File: config.mk
export PLATFORM = sky130hd
export DESIGN_NAME = pio_mem_decode
export DESIGN_NICKNAME = d
export VERILOG_FILES = /design/src/rtl/pio_mem_decode.sv
export SDC_FILE = /design/constraint.sdc
export NUM_CORES = 1
export LEC_CHECK = 0
export ABC_CLOCK_PERIOD_IN_PS = 1900
export CAP_MARGIN = 10
export CORE_ASPECT_RATIO = 0.9
export CORE_MARGIN = 3
export CORE_UTILIZATION = 35
export CTS_BUF_LIST = sky130_fd_sc_hd__clkbuf_4
export DETAILED_ROUTE_END_ITERATION = 16
export PLACE_DENSITY_LB_ADDON = 0.15
export SETUP_SLACK_MARGIN = 0.15
export SLEW_MARGIN = 20
export SYNTH_ARGS = -nofsm -noshare
export SYNTH_HDL_FRONTEND = slang
export SYNTH_SLANG_ARGS = --single-unit
File: constraint.sdc
create_clock -name clk_i -period 1.9 [get_ports clk_i]
set_input_delay 0.57 -clock clk_i [delete_from_list [all_inputs] [get_ports clk_i]]
set_output_delay 0.57 -clock clk_i [all_outputs]
set_load 0.005 [all_outputs]
File: src/rtl/pio_mem_decode.sv
// pio_mem_decode: PIO slave-side decoder in front of up to NumMem PIO-accessible memories.
// It accepts one PIO request at a time. Address bits [SelLsb +: SelNbits] choose the target
// memory. The decoder waits until that memory's ack is low, then sends a one-cycle
// select/rd/wr pulse. It waits for the rising edge of the memory's ack, and answers the bus
// with a one-cycle reg_ack_o. A bad index or an ack timeout gives an error response instead.
//
// Ports
//   clk_i, rst_i     clock, synchronous active-high reset
//   reg_*_i          PIO request (address, write data, rd/wr strobes, select)
//   reg_ack_o        one-cycle completion pulse; reg_err_o/reg_rdata_o valid with it
//   reg_busy_o       high whenever a request is in flight (not idle)
//   drop_cnt_o       saturating count of requests dropped while busy
//   mem_addr_o/din_o registered request address/data, shared by all memories
//   mem_rd_o/wr_o    one-cycle strobes coincident with the one-hot mem_ms_o
//   mem_ack_i        per-memory ack level
//   mem_rdata_i      per-memory read data, slice i = [32*i +: 32]
module pio_mem_decode #(
  parameter int unsigned NumMem   = 4,
  parameter int unsigned SelLsb   = 12,
  parameter int unsigned SelNbits = 2,
  parameter int unsigned Timeout  = 64,
  parameter logic [31:0] ErrData  = 32'hDEAD_BEEF
) (
  input  logic                 clk_i,
  input  logic                 rst_i,
  input  logic [31:0]          reg_addr_i,
  input  logic [31:0]          reg_din_i,
  input  logic                 reg_rd_i,
  input  logic                 reg_wr_i,
  input  logic                 reg_ms_i,
  output logic                 reg_ack_o,
  output logic                 reg_err_o,
  output logic [31:0]          reg_rdata_o,
  output logic                 reg_busy_o,
  output logic [7:0]           drop_cnt_o,
  output logic [31:0]          mem_addr_o,
  output logic [31:0]          mem_din_o,
  output logic                 mem_rd_o,
  output logic                 mem_wr_o,
  output logic [NumMem-1:0]    mem_ms_o,
  input  logic [NumMem-1:0]    mem_ack_i,
  input  logic [NumMem*32-1:0] mem_rdata_i
);

  localparam int unsigned TmoW = $clog2(Timeout) + 1;

  typedef enum logic [1:0] {StIdle, StDrain, StWait, StResp} state_e;

  state_e              state_q, state_d;
  logic [31:0]         addr_q, addr_d;
  logic [31:0]         din_q, din_d;
  logic                wr_q, wr_d;
  logic [SelNbits-1:0] idx_q, idx_d;
  logic                err_q, err_d;
  logic [31:0]         rdata_q, rdata_d;
  logic [TmoW-1:0]     tmo_q, tmo_d;
  logic [7:0]          drop_q, drop_d;
  logic [NumMem-1:0]   ack_prev_q;

  logic                req;
  logic [SelNbits-1:0] req_idx;
  logic                req_idx_ok;
  logic                ack_cur, ack_old, ack_edge, tmo_hit;
  logic [31:0]         rdata_sel;

  assign req        = reg_ms_i & (reg_rd_i | reg_wr_i);
  assign req_idx    = reg_addr_i[SelLsb +: SelNbits];
  assign req_idx_ok = 32'(req_idx) < NumMem;

  // Mux the selected memory's ack/data. Only indices known to be valid reach here.
  always_comb begin
    ack_cur   = 1'b0;
    ack_old   = 1'b0;
    rdata_sel = '0;
    for (int unsigned i = 0; i < NumMem; i++) begin
      if (idx_q == SelNbits'(i)) begin
        ack_cur   = mem_ack_i[i];
        ack_old   = ack_prev_q[i];
        rdata_sel = mem_rdata_i[32*i +: 32];
      end
    end
  end

  assign ack_edge = ack_cur & ~ack_old;
  assign tmo_hit  = (tmo_q == TmoW'(Timeout - 1));

  always_comb begin
    state_d  = state_q;
    addr_d   = addr_q;
    din_d    = din_q;
    wr_d     = wr_q;
    idx_d    = idx_q;
    err_d    = err_q;
    rdata_d  = rdata_q;
    tmo_d    = tmo_q;
    drop_d   = drop_q;
    mem_ms_o = '0;
    mem_rd_o = 1'b0;
    mem_wr_o = 1'b0;

    unique case (state_q)
      StIdle: begin
        if (req) begin
          addr_d = reg_addr_i;
          din_d  = reg_din_i;
          wr_d   = reg_wr_i;  // rd and wr together is treated as a write
          idx_d  = req_idx;
          tmo_d  = '0;
          if (!req_idx_ok) begin
            err_d   = 1'b1;
            rdata_d = ErrData;
            state_d = StResp;
          end else begin
            state_d = StDrain;
          end
        end
      end
      StDrain: begin
        tmo_d = tmo_q + TmoW'(1);
        if (tmo_hit) begin
          err_d   = 1'b1;
          rdata_d = ErrData;
          state_d = StResp;
        end else if (!ack_cur) begin
          // The previous ack has cleared, so the next rising edge belongs to this access.
          mem_ms_o = NumMem'(1) << idx_q;
          mem_rd_o = ~wr_q;
          mem_wr_o = wr_q;
          state_d  = StWait;
        end
      end
      StWait: begin
        tmo_d = tmo_q + TmoW'(1);
        if (ack_edge) begin
          err_d = 1'b0;
          if (!wr_q) begin
            rdata_d = rdata_sel;
          end
          state_d = StResp;
        end else if (tmo_hit) begin
          err_d   = 1'b1;
          rdata_d = ErrData;
          state_d = StResp;
        end
      end
      StResp: begin
        state_d = StIdle;
      end
      default: state_d = StIdle;
    endcase

    if (req && (state_q != StIdle) && (drop_q != 8'hFF)) begin
      drop_d = drop_q + 8'd1;
    end
  end

  always_ff @(posedge clk_i) begin
    if (rst_i) begin
      state_q    <= StIdle;
      addr_q     <= '0;
      din_q      <= '0;
      wr_q       <= 1'b0;
      idx_q      <= '0;
      err_q      <= 1'b0;
      rdata_q    <= '0;
      tmo_q      <= '0;
      drop_q     <= '0;
      ack_prev_q <= '0;
    end else begin
      state_q    <= state_d;
      addr_q     <= addr_d;
      din_q      <= din_d;
      wr_q       <= wr_d;
      idx_q      <= idx_d;
      err_q      <= err_d;
      rdata_q    <= rdata_d;
      tmo_q      <= tmo_d;
      drop_q     <= drop_d;
      ack_prev_q <= mem_ack_i;
    end
  end

  assign reg_ack_o   = (state_q == StResp);
  assign reg_err_o   = reg_ack_o & err_q;
  assign reg_rdata_o = rdata_q;
  assign reg_busy_o  = (state_q != StIdle);
  assign drop_cnt_o  = drop_q;
  assign mem_addr_o  = addr_q;
  assign mem_din_o   = din_q;

endmodule

==> results.txt <==
The number of warnings reported in the yosys synthesis log is 0. The dominant register cell in the synthesized netlist is dfxtp_1. The startpoint-to-endpoint class of the critical path is reg2out. The source-to-sink clock delay at the later pin of the worst-skew pair is between 0.5 and 0.6 ns. STA classifies the critical path endpoint as an output pin. The fraction of layout cells with a size suffix above 1 is 0.360. The final reports fail on negative setup slack. The detailed-routing iteration count for the pre-antenna-repair pass came out at 5.

The slew of the pin with the lowest slew margin is about 0.52 ns. The via count of the first global-routing pass came out at 5,878. The global-route congestion overflow total came out at 0. The routed length per instance is 19.1 um. In this run the worst setup path begins at mem_addr_o[13].

The post-layout net count came out at approximately 1.1k. The count of fill cells added during filler insertion is ~1.2k. The starting density of the core is 0.367. In this design, the stage delay of the slowest critical-path cell is around 0.54 ns. The smallest hold slack is between 0.4 and 0.5 ns.

The peak supply drop came out at between 0.0006 and 0.0007 V. The post-synthesis area per instance came out at about 10 um2. The met1 layer usage reported by global route is 0.275. The post-CTS clock slew at the launch and capture registers of the worst setup and hold paths came out at ~0.10 ns. The remaining antenna violation count is 0.

TritonCTS built the clock tree. The total inserted antenna cells came out at 0. The average vias per placed instance came out at between 5 and 6. The required time at the worst-slack endpoint came out at around 1.3 ns. The maximum fanout count along the critical path is 5. The max-slew violation count came out at 0. The total vias in the final route is 5,649. The layer flagged by global routing as most heavily used is met2. From left edge to right edge, the die measures ~140 um. Setup repair after global routing could not meet its margin everywhere. The number of enable flip-flop cells after synthesis came out at 0. Subtracting the final worst setup slack from the clock period gives approximately 2.5 ns. The synthesized design contains ~120 register bits.

The remaining max-slew budget at the tightest pin came out at 0.651. Setup violations remaining at the end of the flow were counted as 44. The number of antenna violations at the first check in global routing is 0.

The total area of sequential cells came out at between 0.002 and 0.0025 mm2. The longest clock path from root to sink contains 2 buffers. The run finished, with violations left. The cell area power density came out at 901 mW/mm2. The number of remaining DRC errors is 0.

The share of the Yosys chip area taken by registers is 0.450. The number of clock buffers added by TritonCTS is 17. Walking the worst path, the cells encountered are mux4_2, clkinv_2, nand2b_4, nor2_2, clkdlybuf4s15_2. The max capacitance violation total is 0.

The wire length reported by the detailed router came out at 21.5 mm. The number of endpoints with negative hold slack in the final report is 0. The maximum number of pins on one net before global-route repair is just over 90. The distinct cell type count of the synthesized netlist is 43.

The first global-routing pass estimated roughly 32 mm of wire. The cell count after placement came out at between 1k and 1.5k. The post-synth design cell area is 0.00529 mm2. The share of the clock period used by the worst path after layout is 1.33. In the synthesized netlist, the number of instances is 540.

The area growth from synthesis to layout is 83.4%. The top cell types in the final layout, fill and taps aside, are clkdlybuf4s50_1, nand2_1, dfxtp_2. The count of buffers added on input and output ports is around 310. Summing all multi-input logic gate instances after layout gives roughly 0.0028 mm2.

In this run, the number of DRC markers left after iteration 0 of detailed routing was around 200. The startpoint of the tightest hold check path is rst_i. The share of flip-flops with an asynchronous set or reset after synthesis is 0. The core region is 0.0144 mm2.

The die covers between 0.015 and 0.02 mm2. The clock net in this run drives a total of 119 sinks. The worst register-to-register path begins at mem_addr_o[13]. The global routing met2 resource utilization is 0.448. The fraction of met3 tracks used by global routing is 0.0980.

Synthesis produced a netlist with a net count of about 750. The global router's overall resource usage came out at 0.251. The half-perimeter wire length of the detailed placement result came out at about 15 mm. The setup clock skew after layout is 0.0151 ns. The library cell used most frequently in the layout, excluding fill and tap cells, is clkdlybuf4s50_1. The count of boundary I/O pins came out at 314.

The maximum clock rate is just under 0.4 GHz. The floorplan row count is ~40. The category of the worst setup path launch point is a flop. Clock tree synthesis selected as its root buffer the cell clkbuf_4. On the critical path, the stage with the largest delay is an instance of mux4_2. The summed negative setup slack over all endpoints is -12.60 ns.

The height of the die came out at 123 um. The weighted congestion reported at the end of routability-driven placement came out at between 0.8 and 0.9. The number of cells in the finished layout apart from fillers came out at approximately 1.1k. The min-delay analysis places its worst path in the category in2reg. The leakage power total came out at between 3 and 4 nW. The arrival time of the worst setup path came out at between 1.5 and 2 ns.

The maximum level of the CTS H-tree came out at 4. Once routing completed, OpenROAD measured the worst setup slack at -0.633 ns. The post-route core utilization came out at 0.673.
==> what timing repair did <==
action	4_1_cts	5_1_grt
setup buffers	25	9
gates cloned	9	2
setup endpoints to repair	180	200
gates resized for setup	288	166
pin swaps	8	12
hold buffers	0	0
endpoints found under the hold margin	0	0
==> logic make-up after synthesis <==
group	Yosys count	synth area share
XOR/XNOR	11	0.0182
AND/OR/NAND/NOR	194	0.155
buffers and inverters	58	0.0489
AO/OA/AOI/OAI	116	0.165
flip-flops	119	0.450
multiplexers	36	0.148
adder cells (fa/ha/maj)	6	0.0142
==> state kept, by name, indices dropped and copies added, names as in the netlist <==
| name | cells |
|---|---|
| mem_addr_o | 32 |
| err_q | 1 |
| wr_q | 1 |
| tmo_q | 7 |
| drop_cnt_o | 8 |
| state_q | 2 |
| ack_prev_q | 4 |
| reg_rdata_o | 32 |
| mem_din_o | 32 |
==> synth_stat cells, drive strengths merged (2+ instances only) <==
cell type	instances	area [um2]
o32ai	8	130
o21ai	5	25.0
clkbuf	29	109
o221ai	2	30.0
nor3b	2	15.0
a32oi	2	17.5
nor3	3	15.0
nand3	2	22.5
xor2	10	87.6
ha	6	75.1
dfxtp	119	2380
nand4	8	50.1
nand2	147	552
o221a	24	270
mux4	34	766
nor2	20	75.1
a211oi	3	27.5
nor2b	5	38.8
inv	14	52.6
a21oi	68	340
mux2i	2	20.0
buf	14	93.8
and3	2	12.5
==> metrics by stage <==
stage,power (mW),cell area (um2),setup slack (ns)
2_1_floorplan,4.73,5330,-0.0399
3_3_place_gp,6.58,8940,-1.06
3_5_place_dp,6.68,8940,-1.13
4_1_cts,8.55,9710,-0.729
5_1_grt,9.28,9710,-0.773
6_report,8.75,9710,-0.633
==> path summary, 6_finish.rpt <==
check / to / slack, ns / cells past startpoint
worst max-delay path: mem_rd_o / -0.63 / 5
worst min-delay path: tmo_q[4] / 0.43 / 4
worst max register to register: reg_rdata_o[28] / -0.29 / 10
worst min register to register: mem_din_o[19] / 0.46 / 2
==> report_power, final <==
part,internal [mW],switching [mW]
registers,2.90,0.200
clock network,0.509,0.935
logic,2.33,1.87
==> routing by layer <==
layer	wire length, um	up-vias
li1	-	2692
met1	8130	2685
met2	10900	228
met3	1780	44
met4	620	0
met5	0	-
==> critical path: cells and delay by family, from the launching register on <==
kind,cells,cell delay (ns)
buffers and inverters,2,0.31
flip-flops,1,0.37
multiplexers,1,0.54
AND/OR/NAND/NOR,2,0.21
==> final cells by class <==
cell class                      count  area share
Timing Repair Buffer              403       0.401
Inverter                           15     0.00619
Multi-Input combinational cell    363       0.291
Sequential cell                   119       0.256
Clock inverter                     12     0.00657
Clock buffer                       19      0.0147
Tap cell                          193      0.0249
Note: power is estimated with default switching activity, not from simulation.
